--- config.mk ---
export PLATFORM = sky130hd
export DESIGN_NAME = uart_rx_fifo
export DESIGN_NICKNAME = d
export VERILOG_FILES = /design/src/rtl/uart_rx_fifo.sv
export SDC_FILE = /design/constraint.sdc
export NUM_CORES = 1
export LEC_CHECK = 0
export BUFFER_PORTS_ARGS = -buffer_cell sky130_fd_sc_hd__buf_2
export CAP_MARGIN = 20
export CELL_PAD_IN_SITES_DETAIL_PLACEMENT = 1
export CELL_PAD_IN_SITES_GLOBAL_PLACEMENT = 1
export CORE_MARGIN = 10
export CORE_UTILIZATION = 51
export CTS_CLUSTER_DIAMETER = 60
export DETAILED_ROUTE_END_ITERATION = 8
export PLACE_DENSITY = 0.84
export SETUP_SLACK_MARGIN = 0.4
export SYNTH_ARGS = -nofsm -noshare
export SYNTH_HDL_FRONTEND = slang
export SYNTH_SLANG_ARGS = --single-unit
--- constraint.sdc ---
create_clock -name clk -period 5.1 [get_ports clk]
set_input_delay 1.275 -clock clk [delete_from_list [all_inputs] [get_ports clk]]
set_output_delay 1.275 -clock clk [all_outputs]
set_load 0.02 [all_outputs]
--- src/rtl/uart_rx_fifo.sv ---
// Receive FIFO behind the UART byte receiver: captures one byte per rx_status
// pulse and serves it to the CPU through a data/status register pair.
module uart_rx_fifo #(
  parameter int          DEPTH     = 16,
  parameter int          ADDR_W    = 4,
  parameter int          THRESH    = 1,
  parameter logic [31:0] DATA_ADDR = 32'h4000_0024,
  parameter logic [31:0] STAT_ADDR = 32'h4000_0028
) (
  input  logic            clk,
  input  logic            reset,
  input  logic [7:0]      rx_data,
  input  logic            rx_status,
  input  logic [31:0]     Add,
  input  logic            rd,
  input  logic            wr,
  input  logic [31:0]     wdata,
  output logic [31:0]     rdata,
  output logic            irq,
  output logic [ADDR_W:0] rx_count
);

  localparam logic [ADDR_W:0]   DEPTH_C  = DEPTH[ADDR_W:0];
  localparam logic [ADDR_W:0]   THRESH_C = THRESH[ADDR_W:0];
  localparam logic [ADDR_W:0]   CNT_ONE  = {{ADDR_W{1'b0}}, 1'b1};
  localparam logic [ADDR_W-1:0] PTR_ONE  = {{(ADDR_W-1){1'b0}}, 1'b1};

  logic [7:0]        mem_q [DEPTH];
  logic              sync1_q, sync2_q, sync3_q;
  logic [ADDR_W-1:0] wptr_q, wptr_d, rptr_q, rptr_d;
  logic [ADDR_W:0]   count_q, count_d;
  logic              overrun_q, overrun_d;
  logic              irq_en_q, irq_en_d;
  logic              irq_q, irq_d;
  logic [31:0]       rdata_q, rdata_d;

  logic        push_s, pop_s, accept_s, ovf_s, flush_s;
  logic        data_rd_s, stat_rd_s, stat_wr_s, full_s, empty_s;
  logic [31:0] cnt_wide_s;
  logic        unused_s;

  assign cnt_wide_s = {{(31-ADDR_W){1'b0}}, count_q};
  assign unused_s   = ^{wdata[31:3], cnt_wide_s[31:8]};

  always_comb begin
    push_s    = sync2_q & ~sync3_q;
    data_rd_s = rd && (Add == DATA_ADDR);
    stat_rd_s = rd && (Add == STAT_ADDR);
    stat_wr_s = wr && (Add == STAT_ADDR);
    full_s    = (count_q == DEPTH_C);
    empty_s   = (count_q == {(ADDR_W+1){1'b0}});
    pop_s     = data_rd_s && !empty_s;
    flush_s   = stat_wr_s && wdata[1];
    // A pop on the same edge frees the slot, so a push into a full FIFO is kept.
    accept_s  = push_s && (!full_s || pop_s) && !flush_s;
    ovf_s     = push_s && full_s && !pop_s && !flush_s;

    wptr_d  = wptr_q;
    rptr_d  = rptr_q;
    count_d = count_q;
    if (flush_s) begin
      wptr_d  = {ADDR_W{1'b0}};
      rptr_d  = {ADDR_W{1'b0}};
      count_d = {(ADDR_W+1){1'b0}};
    end else begin
      if (accept_s) begin
        wptr_d = wptr_q + PTR_ONE;
      end else begin
        wptr_d = wptr_q;
      end
      if (pop_s) begin
        rptr_d = rptr_q + PTR_ONE;
      end else begin
        rptr_d = rptr_q;
      end
      case ({accept_s, pop_s})
        2'b10:   count_d = count_q + CNT_ONE;
        2'b01:   count_d = count_q - CNT_ONE;
        default: count_d = count_q;
      endcase
    end

    // A fresh overrun beats a clear requested on the same edge.
    if (ovf_s) begin
      overrun_d = 1'b1;
    end else if (stat_wr_s && wdata[2]) begin
      overrun_d = 1'b0;
    end else begin
      overrun_d = overrun_q;
    end

    if (stat_wr_s) begin
      irq_en_d = wdata[0];
    end else begin
      irq_en_d = irq_en_q;
    end
    irq_d = irq_en_d & ((count_d >= THRESH_C) | overrun_d);

    if (data_rd_s) begin
      if (empty_s) begin
        rdata_d = 32'h0000_0000;
      end else begin
        rdata_d = {24'h00_0000, mem_q[rptr_q]};
      end
    end else if (stat_rd_s) begin
      rdata_d = {16'h0000, cnt_wide_s[7:0], 4'h0, irq_en_q, overrun_q, full_s, !empty_s};
    end else begin
      rdata_d = 32'h0000_0000;
    end
  end

  // Byte storage needs no reset; unread slots are never observed.
  always_ff @(posedge clk) begin
    if (accept_s) begin
      mem_q[wptr_q] <= rx_data;
    end
  end

  always_ff @(posedge clk or negedge reset) begin
    if (!reset) begin
      sync1_q   <= 1'b0;
      sync2_q   <= 1'b0;
      sync3_q   <= 1'b0;
      wptr_q    <= {ADDR_W{1'b0}};
      rptr_q    <= {ADDR_W{1'b0}};
      count_q   <= {(ADDR_W+1){1'b0}};
      overrun_q <= 1'b0;
      irq_en_q  <= 1'b0;
      irq_q     <= 1'b0;
      rdata_q   <= 32'h0000_0000;
    end else begin
      sync1_q   <= rx_status;
      sync2_q   <= sync1_q;
      sync3_q   <= sync2_q;
      wptr_q    <= wptr_d;
      rptr_q    <= rptr_d;
      count_q   <= count_d;
      overrun_q <= overrun_d;
      irq_en_q  <= irq_en_d;
      irq_q     <= irq_d;
      rdata_q   <= rdata_d;
    end
  end

  assign rdata    = rdata_q;
  assign irq      = irq_q;
  assign rx_count = count_q;

endmodule

==> impl_metrics.toml, run 1 <==
[outcome]
status = "completed"

[clocking]
htreeDepth = 4
clk_latency_ns = 0.43
clockRootBuffer = "clkbuf_16"
post_cts_resized = 0
hold_buffers = 0
cts_buffers = 17
post_cts_buffers = 0
cts_tree = "built"
clock-sinks = 160
clk_path_buf_depth = 2
clk_pin_slew_ns = 0.06

[floorplanning]
die-area_um2 = 18800
fp.dieH_um = 137
num_rows = 42
pin_count = 115
coreArea_um2 = 13300
die_w_um = 137
initial_core_util = 0.523

[yosys]
yosysTopAreaCell = "edfxtp_1"
synth_edf_count = 128
synth_ff_type = "edfxtp_1"
synth.ff_latch_count = 160
ys_warn_count = 0
yosysSeqAreaShare = 0.665
yosys-top-cells-count = "edfxtp_1, mux4_2, dfrtp_1"
postSynthAreaPerCell_um2 = 17.8
ys_async_sr_fraction = 0.200
ys_top_cells_by_area = "edfxtp_1, mux4_2, dfrtp_1"
synth.top_cell.area_share = 0.550
ys_types = 55
yosys.cell_count.top_type = "edfxtp_1"
synth_cells = 392
synth_area_um2 = 6980

[placed_design]
pre_cts_ws_ns = 0.299
port_buffers = 66
dpl_cell_area_um2 = 7420
hpwl_um = 11100
place.gp.congestion = 0.819
dp_cells = 622

[power]
vdd_drop_max_mv = 0.228
pwr-share-comb = 0.129
pwr-share-clk = 0.379
power.switching_mw = 0.862
p_per_area_nw_per_um2 = 408
swShare = 0.264
p_leak_nw = 2.93
pwr-share-seq = 0.492
internal-power_mw = 2.40

[sta]
finalHoldViolations = 0
worst_pin_slew_ns = 0.869
slew_headroom = 0.420
layout_setup_ws_ns = 0.713
rsz0062_at_grt = "no"
fmax_ghz = 0.228
drv_slew = 0
fin_crit_ns = 4.39
finalSetupTns_ns = 0
setup_viol = 0
fin_crit_sh = 0.860
finClkSkew_ns = 0.00619

[global_routing]
grt_overflow = 0
antenna_found_initial = 0
grt_pass1_vias = 4010
grt_max_degree = 36
grt_pass1_wl_um = 23900
grt.total_usage = 0.173

[detailed_routing]
viasPerCell = 5.67
via_count = 3708
wl_per_cell_um = 23.7
drc = 0
drt-total-wl_um = 15500
drtIter0Drc = 255
drt.antenna.violating_nets = 0
dr.pass1.iters = 4

[critical_path]
slowest_delay_ns = 0.36
r2r-end = "irq$_DFF_PN0_"
crit_family = "compound AO/OA/AOI/OAI gates"
rrSetupSlack_ns = 1.37
crit_buf_inv = 1
path_cells = "buf_2, nor4_2, nand4_2, o31ai_4, nor2_4, or2_2, ha_1, xor2_1, ha_1, a21oi_1, o32ai_1, or2_2, o32a_1, a211oi_1, a21oi_1"
worstPathArrival_ns = 4.68
cp-start-kind = "input port"
cp-startpoint = "Add[25]"
r2r_cells = 13
crit_fanout = 6
endpoint_kind = "register"
reg2reg_from = "rx_count[2]$_DFF_PN0_"
crit_type = "in -> reg"
cp.required_ns = 5.40
critPathSlowestCell = "o31ai_4"

[hold_path]
hp-class = "reg -> reg"
min_from = "sync1_q$_DFF_PN0_"
min_to = "sync2_q$_DFF_PN0_"
min_path_cells = 0

[flow_run]
max-cap-violations = 0

[layout]
fin_nets = 550
stdcell_area_um2 = 8000
fillers = 1218
stdcell_count = 654
diodes = 0
layout-drive-gt1-share = 0.343
area_delta_synth_final_pct = 14.6
-- sequential cells by signal, indices dropped and copies added (netlist names), 4 cells and up --
register / count
mem_q: 128
rdata: 13
rx_count: 5
rptr_q: 4
wptr_q: 4
-- through the flow --
| step | hold WS (ns) | power [mW] | util |
|---|---|---|---|
| finish | 0.348 | 3.26 | 0.599 |
| global route | 0.356 | 3.39 | 0.599 |
| CTS | 0.350 | 3.29 | 0.599 |
| detailed placement | 0.337 | 2.05 | 0.556 |
| global placement | 0.336 | 2.00 | 0.556 |
| floorplan | 0.331 | 1.89 | - |
-- power groups by stage --
stage	clock (mW)	combinational [mW]	sequential, mW
2_1_floorplan	0	0.289	1.60
3_3_place_gp	0	0.388	1.62
3_5_place_dp	0	0.420	1.63
4_1_cts	1.26	0.424	1.60
5_1_grt	1.31	0.462	1.62
6_report	1.24	0.419	1.61
-- how the worst max path moves through the flow --
| stage | endpoint | slack [ns] | cells past startpoint |
|---|---|---|---|
| floorplan | irq$_DFF_PN0_ | 0.61 | 15 |
| global placement | irq$_DFF_PN0_ | 0.41 | 15 |
| detailed placement | irq$_DFF_PN0_ | 0.30 | 15 |
| CTS | irq$_DFF_PN0_ | 0.73 | 15 |
| global route | irq$_DFF_PN0_ | 0.48 | 15 |
| finish | irq$_DFF_PN0_ | 0.71 | 15 |
-- logic make-up (layout without fill, tap and decap cells) --
group	after synthesis	after routing	synth area share
buf+inv	43	111	0.0362
mux	44	44	0.135
fa+ha+maj	8	8	0.0143
flops	160	160	0.665
xor+xnor	12	12	0.0151
simple gates	96	96	0.103
other cells	1	19	0.000537
compound gates	28	28	0.0305
-- worst register-to-register path: stages, from the launching register on --
cell and delay, ns:
dfrtp_1 0.52, nor3_1 0.39, nand2b_1 0.28, nor2_4 0.34
or2_2 0.19, ha_1 0.18, xor2_1 0.16, ha_1 0.23
inv_1 0.06, a32o_1 0.23, or2_2 0.30, o32a_1 0.34
a211oi_1 0.27, a21oi_1 0.13
-- layer usage --
metal / GRT usage / up-vias / routed length, um
met5: 0 / - / 0
met4: 0.0650 / 0 / 222
met3: 0.0524 / 18 / 1390
met2: 0.280 / 144 / 7540
met1: 0.215 / 1895 / 6330
li1: - / 1651 / -
-- layout make-up --
class / instances / area, um^2 / share of cell area
sequential: 160 / 4650 / 0.581
multi-input combinational: 207 / 2150 / 0.269
clock buffer: 22 / 487 / 0.0608
timing repair buffer: 71 / 368 / 0.0460
tap: 176 / 220 / 0.0275
clock inverter: 10 / 95.1 / 0.0119
inverter: 8 / 30.0 / 0.00375
-- cells in the final DEF (no fill, tap or decap), types with 4 or more instances in the layout --
| cell type | n |
|---|---|
| clkbuf_16 | 19 |
| dfrtp_1 | 30 |
| nor4_4 | 4 |
| inv_6 | 4 |
| buf_2 | 66 |
| nor2_1 | 20 |
| mux4_2 | 40 |
| conb_1 | 19 |
| ha_1 | 8 |
| and2_1 | 17 |
| nand2b_1 | 4 |
| and3_1 | 11 |
| edfxtp_1 | 128 |
| buf_4 | 5 |
| inv_1 | 7 |
| xnor2_1 | 4 |
| a21oi_1 | 7 |
| xor2_1 | 8 |
| nand2_1 | 8 |
(Power assumes the default switching activity.)
==> run 2, diff against run 1 <==
--- a/config.mk
+++ b/config.mk
@@ -11,8 +11,8 @@
 export CELL_PAD_IN_SITES_GLOBAL_PLACEMENT = 1
 export CORE_MARGIN = 10
-export CORE_UTILIZATION = 51
+export CORE_UTILIZATION = 30
 export CTS_CLUSTER_DIAMETER = 60
 export DETAILED_ROUTE_END_ITERATION = 8
-export PLACE_DENSITY = 0.84
+export PLACE_DENSITY = 0.54
 export SETUP_SLACK_MARGIN = 0.4
 export SYNTH_ARGS = -nofsm -noshare
==> constraint.sdc (replaced) <==
create_clock -name clk -period 5.1 [get_ports clk]
set_input_delay 0.51 -clock clk [delete_from_list [all_inputs] [get_ports clk]]
set_output_delay 0.51 -clock clk [all_outputs]
set_load 0.02 [all_outputs]
==> run 2 against run 1 <==
Compared with the run above:
- register-to-register slack about the same
- sequential cell count is the same
- sequential power hardly changed
- worst setup slack better by 0.55 ns
- combinational power fell by 1%
- critical path type unchanged
- largest power group unchanged
- global-route usage decreased by 5.7 points
- power is 0.57% lower
- largest cell class unchanged
- fmax is 14% higher
- sequential share of layout area decreased by 1.1 points
==> impl_metrics.toml, run 2 (same netlist as run 1, synthesis figures left out) <==
[power]
internal-power_mw = 2.31
p_per_area_nw_per_um2 = 398
pwr-share-clk = 0.378
p_leak_nw = 2.92
swShare = 0.288
power.switching_mw = 0.933
pwr-share-comb = 0.128
vdd_drop_max_mv = 0.220
pwr-share-seq = 0.494

[layout]
fin_nets = 549
area_delta_synth_final_pct = 16.7
largest_register = "mem_q"
layout_common_cells = "edfxtp_1, buf_2, mux4_2"
layout-drive-gt1-share = 0.346
layout_commonest_cell = "edfxtp_1"
fin_util = 0.358
diodes = 0
largest_reg_flops = 128

[critical_path]
r2r_cells = 13
cp-startpoint = "Add[25]"
crit_family = "compound AO/OA/AOI/OAI gates"
cp-start-kind = "input port"
rrSetupSlack_ns = 1.36
crit_fanout = 8
crit_buf_inv = 1
r2r-end = "irq$_DFF_PN0_"
critPathSlowestCell = "o31ai_4"
endpoint_kind = "register"
path_cells = "buf_2, nor4_2, nand4_2, o31ai_4, nor2_4, or2_2, ha_1, xor2_1, ha_1, a21oi_1, o32ai_1, or2_2, o32a_1, a211oi_1, a21oi_1"
slowest_delay_ns = 0.49
crit_type = "in -> reg"
cp.required_ns = 5.40
worstPathArrival_ns = 4.14
reg2reg_from = "rx_count[2]$_DFF_PN0_"

[placed_design]
port_buffers = 66
place.gp.congestion = 0.762
hpwl_um = 11400

[sta]
setup_viol = 0
finClkSkew_ns = 0.0157
slew_headroom = 0.389
drv_slew = 0
worst_pin_slew_ns = 0.916
fin_crit_sh = 0.752
finalHoldViolations = 0
rsz0062_at_grt = "no"
fin_crit_ns = 3.83
fmax_ghz = 0.261
finalSetupTns_ns = 0

[clocking]
htreeDepth = 4
clk_pin_slew_ns = 0.07
post_cts_buffers = 0
clk_path_buf_depth = 2
hold_buffers = 0
cts_buffers = 17
cts_tree = "built"
clk_latency_ns = 0.44
post_cts_resized = 0
clockRootBuffer = "clkbuf_16"
clock-sinks = 160

[flow_run]
max-cap-violations = 0

[detailed_routing]
drt-total-wl_um = 17000
dr.pass1.iters = 6
wl_per_cell_um = 21.6
viasPerCell = 4.60
drt.antenna.violating_nets = 0
drc = 0
via_count = 3636
drtIter0Drc = 206

[floorplanning]
die-area_um2 = 29800
pin_count = 115
die_w_um = 173
fp.dieH_um = 173
coreArea_um2 = 22800
num_rows = 55
initial_core_util = 0.307

[global_routing]
antenna_found_initial = 1
grt_max_degree = 33
grt_pass1_wl_um = 26200
grt_pass1_vias = 4120
grt_overflow = 0
grt.total_usage = 0.116

[hold_path]
hp-class = "in -> async"

[outcome]
status = "completed"
run 2: cell types whose count changed in the layout (fill, tap and decap cells not counted), sizes merged:
cell and change:
clkinv +2, inv +4, buf -1, bufinv -1
clkbuf -5
run 2: worst max-delay path by stage:
stage,depth (start not counted),to,slack [ns]
after floorplan,15,irq$_DFF_PN0_,1.37
after global placement,15,irq$_DFF_PN0_,0.77
after detailed placement,15,irq$_DFF_PN0_,0.74
after CTS,15,irq$_DFF_PN0_,1.19
after global routing,15,irq$_DFF_PN0_,0.94
final,15,irq$_DFF_PN0_,1.27
run 2: worst register-to-register path, stage by stage, from the launching register on:
cell      delay [ns]
dfrtp_1         0.53
nor3_1          0.38
nand2b_1        0.23
nor2_4          0.29
or2_2           0.18
ha_1            0.32
xor2_1          0.18
ha_1            0.22
inv_1           0.05
a32o_1          0.23
or2_2           0.30
o32a_1          0.33
a211oi_1        0.26
a21oi_1         0.12
run 2: routing by layer:
metal,GRT usage,up-vias,routed length (um)
met5,0,-,7
met4,0.0294,2,150
met3,0.0377,12,965
met2,0.195,104,8420
met1,0.141,1863,7500
li1,-,1655,-
run 2: through the flow:
stage | power [mW] | worst slack (ns) | cell area, um^2 | hold WS [ns] | std cells
after floorplan | 1.89 | 1.37 | 7050 | 0.214 | 410
after global placement | 2.03 | 0.772 | 7580 | 0.338 | 758
after detailed placement | 2.06 | 0.743 | 7580 | 0.345 | 758
after CTS | 3.29 | 1.19 | 8150 | 0.167 | 790
after global routing | 3.40 | 0.942 | 8150 | 0.168 | 790
final | 3.24 | 1.27 | 8150 | 0.166 | 790
run 2: final cells by class:
class | instances | area (um^2)
clock buffer | 17 | 425
clock inverter | 15 | 145
fill | 2343 | 14600
inverter | 8 | 30.0
multi-input combinational | 207 | 2150
sequential | 160 | 4650
tap | 313 | 392
timing repair buffer | 70 | 360
run 2: power groups by stage:
| stage | combinational, mW | clock [mW] | sequential, mW |
|---|---|---|---|
| 2_1_floorplan | 0.289 | 0 | 1.60 |
| 3_3_place_gp | 0.408 | 0 | 1.63 |
| 3_5_place_dp | 0.422 | 0 | 1.64 |
| 4_1_cts | 0.424 | 1.26 | 1.61 |
| 5_1_grt | 0.470 | 1.31 | 1.62 |
| 6_report | 0.414 | 1.23 | 1.60 |
